===== config.mk =====
export PLATFORM = sky130hd
export DESIGN_NAME = lfsr8_sat_cnt
export DESIGN_NICKNAME = d
export VERILOG_FILES = /design/src/rtl/lfsr8_checker_sat_cnt.sv
export SDC_FILE = /design/constraint.sdc
export NUM_CORES = 1
export LEC_CHECK = 0
export CORE_MARGIN = 5
export CORE_UTILIZATION = 50
export DETAILED_ROUTE_END_ITERATION = 7
export PLACE_DENSITY = 0.84
export SLEW_MARGIN = 20
export SYNTH_ARGS = -nofsm -noshare
export SYNTH_HDL_FRONTEND = slang
export SYNTH_SLANG_ARGS = --single-unit

===== constraint.sdc =====
create_clock -name clk -period 5.1 [get_ports clk]
set_input_delay 0.51 -clock clk [delete_from_list [all_inputs] [get_ports clk]]
set_output_delay 0.51 -clock clk [all_outputs]
set_load 0.02 [all_outputs]

===== src/rtl/lfsr8_checker_sat_cnt.sv =====
// Saturating up-counter with synchronous clear (clear has priority over increment).
module lfsr8_sat_cnt #(
  parameter int W = 16
) (
  input  logic         clk,
  input  logic         rst,
  input  logic         inc_i,
  input  logic         clr_i,
  output logic [W-1:0] cnt_o
);

  logic [W-1:0] cnt_q, cnt_d;

  always_comb begin
    cnt_d = cnt_q;
    if (clr_i) begin
      cnt_d = '0;
    end else if (inc_i && (cnt_q != '1)) begin
      cnt_d = cnt_q + W'(1);
    end
  end

  always_ff @(posedge clk or posedge rst) begin
    if (rst) begin
      cnt_q <= '0;
    end else begin
      cnt_q <= cnt_d;
    end
  end

  assign cnt_o = cnt_q;

endmodule


==> summary.md, run 1 <==
| Metric | Value |
|---|---|
| R2R Setup Slk | `3.08 ns` |
| Ant. Diodes | `0` |
| Post-Syn Instances | `101` |
| R2R depth | `5` |
| CP Cell Sequence | `clkdlybuf4s50_1, nand3_1, or4_4, or4_1, a21oi_1` |
| Share of layout cells above drive strength 1 | `7.56%` |
| Crit Path Category | `in2reg` |
| Number of port buffers | `19` |
| Finished Layout Cells | `144` |
| Starting density of the core | `53.4%` |
| Cts hold-fix bufs | `0` |
| DP Cell Count | `141` |
| Pwr/cell area | `185 nW/µm²` |
| Final Max Slew Viols | `0` |
| First-pass GRT wire length | `3.65 mm` |
| Worst Skew | `0.00261 ns` |
| Ratio of final minimum period to clock period | `42.9%` |
| Total of max-cap violations | `0` |
| Worst-path clk slew | `0.09 ns` |
| Final Worst Setup Slack | `2.91 ns` |
| Top post-synthesis cells by area | `dfrtp_1 (43%), a21oi_1 (6.4%), or4_1 (4.8%)` |
| Setup violators final | `0` |
| Top achievable clock speed | `457 MHz` |
| Yosys cell types | `29` |
| Biggest area consumer among synthesized cells | `dfrtp_1` |
| Num rows | `15` |
| Slowest-stage cell, CP | `clkdlybuf4s50_1` |
| Area Growth Syn to Fin | `23.5%` |
| Synthesis warning total | `0` |
| Via density | `6.32` |
| Synth cell count leaders | `dfrtp_1 (16), a21oi_1 (12), nand3_1 (7)` |
| Fillcell total | `160` |
| Clk_lat worst skew | `0.28 ns` |
| Finished Cell Area | `1150 µm²` |
| DR iter-0 viols | `17` |
| Largest stage delay, worst path | `0.60 ns` |
| CP Capture Point | `cnt_o[13]` |
| Sequential area share after synthesis | `43.0%` |
| Post-route DRC | `0` |
| Largest net degree at the start of global routing | `20` |
| Top_reg_cell synth | `dfrtp_1` |
| Maximum vdd drop | `0.125 mV` |
| Largest register FFs | `16` |
| CTS resizes | `0` |
| Bufs and invs on worst path | `1` |
| Vias | `910` |
| Reg2reg end | `cnt_o[0]` |
| Logic depth of the worst path, buffers included | `5` |
| Avg Cell Area, Syn | `9.23 µm²` |
| Dpl ws | `2.64 ns` |
| Yosys top cell area share | `43.0%` |
| Most common cell in the synthesized netlist | `dfrtp_1` |
| Flops & latches, synth | `16` |
| Req. time, crit path | `5.29 ns` |
| RR Startpoint | `cnt_o[0]` |
| LEAKAGE | `0.405 nW` |
| CTS Buffer Depth | `2` |
| Synth Net Count | `106` |
| Vias in the first global route | `851` |
| GRT Util Overall | `17.7%` |
| WL final | `2.20 mm` |
| Routed wire length per instance | `15.3 µm` |
| Die height | `53.2 µm` |
| Post-layout nets | `126` |
| Post-layout minimum cycle time | `2.19 ns` |
| TritonRoute pass-1 iters | `4` |
| Hold Path Class | `reg2reg` |
| Die area | `2830 µm²` |
| Initial antenna violation count | `0` |
| Max transition margin | `52.7%` |
| Status | `completed` |
| H-tree lvl count | `1` |
| Power, Total | `213 µW` |
| Post-CTS Setup Inserts | `0` |
| Crit path launch type | `primary input` |
| # clock sinks | `16` |
| Max Fanout on Critical Path | `8` |
| Die span in x | `53.2 µm` |
| Clock tree from TritonCTS | `built` |
| Top delay family on crit path | `simple AND/OR/NAND/NOR gates` |
| Post-synth EDFFs | `0` |
| I/O Pins | `20` |
| CTS buffer count | `3` |
| Core Area | `1750 µm²` |
| RSZ-0062 raised after global routing | `false` |
| CP startpoint | `inc_i` |
| Placer Congestion | `0.842` |
| Post-DP Area | `1130 µm²` |
| Worst slew pin tran | `0.702 ns` |
| Mapped Area | `932 µm²` |
| Worst Setup End Kind | `register` |
| Async S/R FF share, synth | `100%` |
| ANT nets after route | `0` |
| Total gr overflow | `0` |
| CP Data Arrival Time | `2.38 ns` |
| Root Driver | `clkbuf_4` |
| Post-DP HPWL | `1.60 mm` |
| Final setup TNS | `0 ns` |
| Hold Fails Final Rpt | `0` |
## metrics by stage
stage	hold WS, ns	util (%)
2_1_floorplan	0.424	-
3_3_place_gp	0.559	64.7
3_5_place_dp	0.570	64.7
4_1_cts	0.584	65.9
5_1_grt	0.623	65.9
6_report	0.588	65.9
## logic make-up (layout without fill, tap and decap cells)
logic type | Yosys count | in the layout | share of synthesized area, %
multiplexers | 3 | 3 | 3.49
buffers and inverters | 7 | 25 | 3.89
AND/OR/NAND/NOR | 49 | 49 | 32.6
adder cells (fa/ha/maj) | 1 | 1 | 1.34
AO/OA/AOI/OAI | 25 | 25 | 15.7
flip-flops | 16 | 16 | 43.0
## final cells by class
| class | instances | area (µm²) | area share [%] |
|---|---|---|---|
| clock buffer | 3 | 22.5 | 1.96 |
| sequential | 16 | 400 | 34.8 |
| tap | 25 | 31.3 | 2.72 |
| inverter | 3 | 11.3 | 0.978 |
| multi-input combinational | 78 | 495 | 43.0 |
| timing repair buffer | 19 | 190 | 16.5 |
## worst register-to-register path, delay by kind of cell, from the launching register on
family	cells	cell delay [ns]
DFF	1	0.44
and+or+nand+nor	3	0.83
muxes	1	0.30
adders and majority gates	1	0.34
## worst min-delay path by stage
stage | start | end | slack (ns) | cells after the start
6_report | cnt_o[14] | cnt_o[14] | 0.59 | 2
4_1_cts | cnt_o[14] | cnt_o[14] | 0.58 | 2
3_3_place_gp | cnt_o[14] | cnt_o[14] | 0.56 | 2
2_1_floorplan | rst | cnt_o[0] | 0.42 | 1
3_5_place_dp | cnt_o[14] | cnt_o[14] | 0.57 | 2
5_1_grt | cnt_o[14] | cnt_o[14] | 0.62 | 2
## report_power, final
part / switching (mW) / internal (mW) / total [mW]
Clock: 0.0369 / 0.0274 / 0.0643
Sequential: 0.00236 / 0.128 / 0.131
Combinational: 0.0108 / 0.00769 / 0.0185
Total: 0.0501 / 0.163 / 0.213
## cell usage in the layout, fill, tap and decap left out, types with 2 or more instances in the layout
master           netlist  layout
dfrtp_1               16      16
inv_1                  3       3
clkbuf_4               0       3
a21oi_1               12      12
nand2_1                6       6
nor2_1                 3       3
o21ai_0                5       5
nor2b_1                3       3
o31ai_1                5       5
o41ai_1                2       2
or3_1                  6       6
mux2_2                 2       2
clkdlybuf4s50_1        0      19
or4_1                  6       6
nor3_1                 4       4
nand4_1                4       4
nand3_1                7       7
nand2b_1               2       2
nor4_1                 3       3
## layer usage
layer  wire (µm)  up-vias  GRT usage (%)
met5           0        -              0
met4          40        0           10.2
met3         110        6           3.66
met2        1080       36           28.5
met1         971      439           21.7
li1            -      429              -
No activity file was read; power rests on OpenSTA's default activity.
==> run 2, diff against run 1 <==
CORE_UTILIZATION = 44   (was 50)
PLACE_DENSITY = 0.78   (was 0.84)
clock period = 1.9 ns   (was 5.1 ns; I/O delays follow)
==> summary.md, run 2 (synthesis results as in run 1) <==
| Metric | Value |
|---|---|
| Worst Skew | `0.00233 ns` |
| Die area | `3140 µm²` |
| Core Area | `1980 µm²` |
| Post-layout minimum cycle time | `1.82 ns` |
| Top achievable clock speed | `549 MHz` |
| Setup violators final | `0` |
| GRT Util Overall | `16.9%` |
| H-tree lvl count | `1` |
| Die span in x | `56.0 µm` |
| Starting density of the core | `47.0%` |
| Largest stage delay, worst path | `0.56 ns` |
| DR iter-0 viols | `34` |
| Worst slew pin tran | `0.612 ns` |
| WL final | `2.53 mm` |
| Vias in the first global route | `981` |
| Pwr/cell area | `491 nW/µm²` |
| Bufs and invs on worst path | `0` |
| DP Cell Count | `157` |
| Power, Total | `632 µW` |
| Largest register FFs | `16` |
| Final setup TNS | `0 ns` |
| Top delay family on crit path | `simple AND/OR/NAND/NOR gates` |
| Share of layout cells above drive strength 1 | `20.0%` |
| Max Fanout on Critical Path | `6` |
| Clk_lat worst skew | `0.28 ns` |
| I/O Pins | `20` |
| Root Driver | `clkbuf_4` |
| CTS Buffer Depth | `2` |
| CP Cell Sequence | `nand4_1, or4_4, or4_1, a21oi_1` |
| Routed wire length per instance | `15.6 µm` |
| Num rows | `16` |
| Crit path launch type | `register` |
| Hold Fails Final Rpt | `0` |
| Total gr overflow | `0` |
| TritonRoute pass-1 iters | `4` |
| Status | `completed` |
| Via density | `6.01` |
| CP Data Arrival Time | `2.03 ns` |
| CTS buffer count | `3` |
| RSZ-0062 raised after global routing | `false` |
| Fillcell total | `167` |
| ANT nets after route | `0` |
| Largest net degree at the start of global routing | `17` |
| Post-route DRC | `0` |
| Slowest-stage cell, CP | `or4_4` |
| Vias | `974` |
| Crit Path Category | `reg2reg` |
| Clock tree from TritonCTS | `built` |
| Ant. Diodes | `0` |
| Total of max-cap violations | `0` |
| Final Core Density | `65.0%` |
| Worst-path clk slew | `0.09 ns` |
| Commonest non-fill, non-tap cell in the layout | `clkdlybuf4s50_1` |
| First-pass GRT wire length | `4.34 mm` |
| Placer Congestion | `0.804` |
| Most frequent cells in the layout | `clkdlybuf4s50_1 (19), dfrtp_1 (15), buf_4 (15), a21oi_1 (12), nand3_1 (7)` |
| Maximum vdd drop | `0.275 mV` |
| Ratio of final minimum period to clock period | `95.9%` |
| Final Max Slew Viols | `0` |
| Finished Layout Cells | `162` |
| # clock sinks | `16` |
| Post-layout nets | `141` |
| Number of port buffers | `19` |
| Area Growth Syn to Fin | `38.1%` |
| Initial antenna violation count | `0` |
| LEAKAGE | `0.487 nW` |
| Max transition margin | `59.2%` |
| Die height | `56.0 µm` |
| Post-DP HPWL | `1.89 mm` |
| Req. time, crit path | `2.11 ns` |
| Worst Setup End Kind | `register` |
| Hold Path Class | `in2async` |
[run 2: final cells by class]
| type | count | area (µm²) | area share (%) |
|---|---|---|---|
| flip-flops and latches | 16 | 402 | 31.2 |
| clock buffers | 4 | 36.3 | 2.82 |
| inverters | 3 | 11.3 | 0.875 |
| well taps | 27 | 33.8 | 2.62 |
| repair buffers | 34 | 303 | 23.5 |
| multi-input cells | 78 | 502 | 39.0 |
[run 2: repair_timing]
action                                  4_1_cts  5_1_grt
endpoints found under the setup margin        0        2
hold buffers                                  0        0
setup buffers                                 0        1
gates resized for setup                       0        1
endpoints found under the hold margin         0        0
[run 2: stage by stage]
stage	setup WS, ns	cell area, µm²	hold WS [ns]
floorplan	0.0121	938	0.104
global placement	0.0598	1240	0.552
detailed placement	0.0173	1240	0.585
CTS	0.0529	1280	0.290
global route	0.00271	1290	0.340
finish	0.0780	1290	0.271
[run 2: path summary, 6_finish.rpt]
kind | from | endpoint | slack [ns] | cells past startpoint
max | cnt_o[5] | cnt_o[13] | 0.08 | 4
min | rst | cnt_o[1] | 0.27 | 2
max reg2reg | cnt_o[5] | cnt_o[13] | 0.08 | 4
min reg2reg | cnt_o[2] | cnt_o[2] | 0.59 | 2
max in group asynchronous | rst | cnt_o[3] | 1.19 | 2
min in group clk | cnt_o[2] | cnt_o[2] | 0.59 | 2
[run 2: metal layers]
layer	wire length (µm)	up-vias	GRT usage [%]
li1	-	461	-
met1	1070	469	20.0
met2	1270	38	30.2
met3	163	6	4.64
met4	25	0	3.73
met5	0	-	0
[run 2: power by group]
group | switching [mW] | internal, mW | total, mW
clock network | 0.104 | 0.116 | 0.221
registers | 0.00250 | 0.344 | 0.347
logic | 0.0356 | 0.0286 | 0.0642
==> run 3, diff against run 2 <==
CORE_UTILIZATION = 50   (was 44)
DONT_BUFFER_PORTS = 1   (was unset)
PLACE_DENSITY = 0.73   (was 0.78)
SKIP_LAST_GASP = 1   (was unset)
SLEW_MARGIN = unset   (was 20)
==> summary.md, run 3 (synthesis results as in run 1) <==
| Metric | Value |
|---|---|
| Power share of the clock group | `38.6%` |
| Worst Setup End Kind | `register` |
| Max Fanout on Critical Path | `6` |
| Commonest non-fill, non-tap cell in the layout | `buf_4` |
| CTS resizes | `0` |
| Die area | `2830 µm²` |
| Worst slew pin tran | `0.637 ns` |
| Routed wire length per instance | `17.2 µm` |
| Share of layout cells above drive strength 1 | `26.4%` |
| Vias in the first global route | `956` |
| Clock tree from TritonCTS | `built` |
| # clock sinks | `16` |
| Post-DP Area | `1100 µm²` |
| Largest register FFs | `16` |
| Number of port buffers | `0` |
| Post-layout nets | `131` |
| First-pass GRT wire length | `4.14 mm` |
| GRT Util Overall | `20.4%` |
| Starting density of the core | `53.4%` |
| Most frequent cells in the layout | `buf_4 (22), dfrtp_1 (16), a21oi_1 (12), nand3_1 (7)` |
| I/O Pins | `20` |
| ANT nets after route | `0` |
| Post-route DRC | `0` |
| Vias | `949` |
| CTS Buffer Depth | `2` |
| RSZ-0062 raised after global routing | `true` |
| Internal power | `480 µW` |
| Crit Path Category | `reg2reg` |
| Pwr/cell area | `551 nW/µm²` |
| Total of max-cap violations | `0` |
| Ratio of final minimum period to clock period | `98.8%` |
| Hold Fails Final Rpt | `0` |
| Switch Pwr | `163 µW` |
| Slowest-stage cell, CP | `or4_4` |
| H-tree lvl count | `1` |
| Initial antenna violation count | `0` |
| Placer Congestion | `0.847` |
| LEAKAGE | `0.470 nW` |
| TritonRoute pass-1 iters | `4` |
| Status | `completed` |
| Top achievable clock speed | `533 MHz` |
| Post-DP HPWL | `1.84 mm` |
| Total gr overflow | `0` |
| Worst Skew | `0.00755 ns` |
| Post-layout minimum cycle time | `1.88 ns` |
| Die height | `53.2 µm` |
| Sequential power share | `54.4%` |
| Ant. Diodes | `0` |
| Part of the power in combinational logic | `7.0%` |
| Via density | `6.33` |
| CTS buffer count | `3` |
| WL final | `2.58 mm` |
| Finished Cell Area | `1170 µm²` |
| Max transition margin | `57.5%` |
| Sw Ratio | `25.3%` |
| CP Cell Sequence | `nand4_1, or4_4, or4_1, a21oi_1` |
| Die span in x | `53.2 µm` |
| Num rows | `15` |
| Final Core Density | `66.8%` |
| DR iter-0 viols | `28` |
| Clk_lat worst skew | `0.31 ns` |
| Root Driver | `clkbuf_4` |
| Largest net degree at the start of global routing | `17` |
| Crit path launch type | `register` |
| Largest stage delay, worst path | `0.57 ns` |
| CP Data Arrival Time | `2.11 ns` |
| Setup violators final | `0` |
| Area Growth Syn to Fin | `25.1%` |
| Core Area | `1750 µm²` |
| Maximum vdd drop | `0.417 mV` |
| Hold Path Class | `in2reg` |
| Worst-path clk slew | `0.11 ns` |
| Final Max Slew Viols | `0` |
| Req. time, crit path | `2.14 ns` |
==> run 3: cell count changes in the layout (fill, tap and decap cells not counted) <==
cell             previous run  this run
clkdlybuf4s50_1            19         0
buf_4                      15        22
dlygate4sd3_1               0         2
dfrtp_1                    15        16
dfrtp_2                     1         0
==> run 3: power by group through the flow <==
stage,combinational [mW],sequential (mW),clock [mW]
5_1_grt,0.0513,0.350,0.263
3_5_place_dp,0.0377,0.356,0
2_1_floorplan,0.0269,0.361,0
3_3_place_gp,0.0366,0.355,0
6_report,0.0450,0.349,0.248
4_1_cts,0.0454,0.349,0.246
==> run 3: path summary, 6_finish.rpt <==
check                           startpoint        end  slack [ns]  depth (start not counted)
worst min register to register    cnt_o[5]   cnt_o[5]        0.63                          2
worst max register to register    cnt_o[5]  cnt_o[13]        0.02                          4
worst max-delay path              cnt_o[5]  cnt_o[13]        0.02                          4
min in group asynchronous              rst   cnt_o[0]        0.39                          2
max in group asynchronous              rst  cnt_o[14]        1.10                          2
worst min-delay path                 clr_i   cnt_o[1]        0.04                          2
==> run 3: layer usage <==
metal / vias to the layer above / global-route usage [%] / wire, µm
met1: 463 / 22.8 / 996
li1: 443 / - / -
met4: 0 / 12.3 / 58
met3: 7 / 4.79 / 162
met5: - / 0 / 0
met2: 36 / 34.7 / 1360
==> run 3: layout make-up <==
class,count,area [µm²]
flip-flops and latches,16,400
multi-input cells,78,502
repair buffers,24,185
inverters,3,11.3
well taps,25,31.3
clock buffers,4,36.3
fillers,152,579
==> run 3: critical path: cells and delay by family, from the launching register on <==
family	cells	cell delay (ns)
simple gates	3	1.22
flops	1	0.44
compound gates	1	0.14
==> run 3: repair_timing <==
action                                  4_1_cts  5_1_grt
setup buffers                                 0        1
endpoints found under the setup margin        0        2
endpoints found under the hold margin        29        0
hold buffers                                  2        0
==> run 3: stage by stage <==
step | cells | TNS, ns | setup WS (ns) | hold WS [ns] | power (mW)
floorplan | 101 | 0 | 0.0121 | 0.104 | 0.388
global placement | 143 | 0 | 0.159 | 0.185 | 0.392
detailed placement | 143 | 0 | 0.0835 | 0.191 | 0.393
CTS | 149 | 0 | 0.0578 | 0.0521 | 0.640
global route | 150 | -0.0874 | -0.0397 | 0.0728 | 0.665
finish | 150 | 0 | 0.0235 | 0.0441 | 0.642
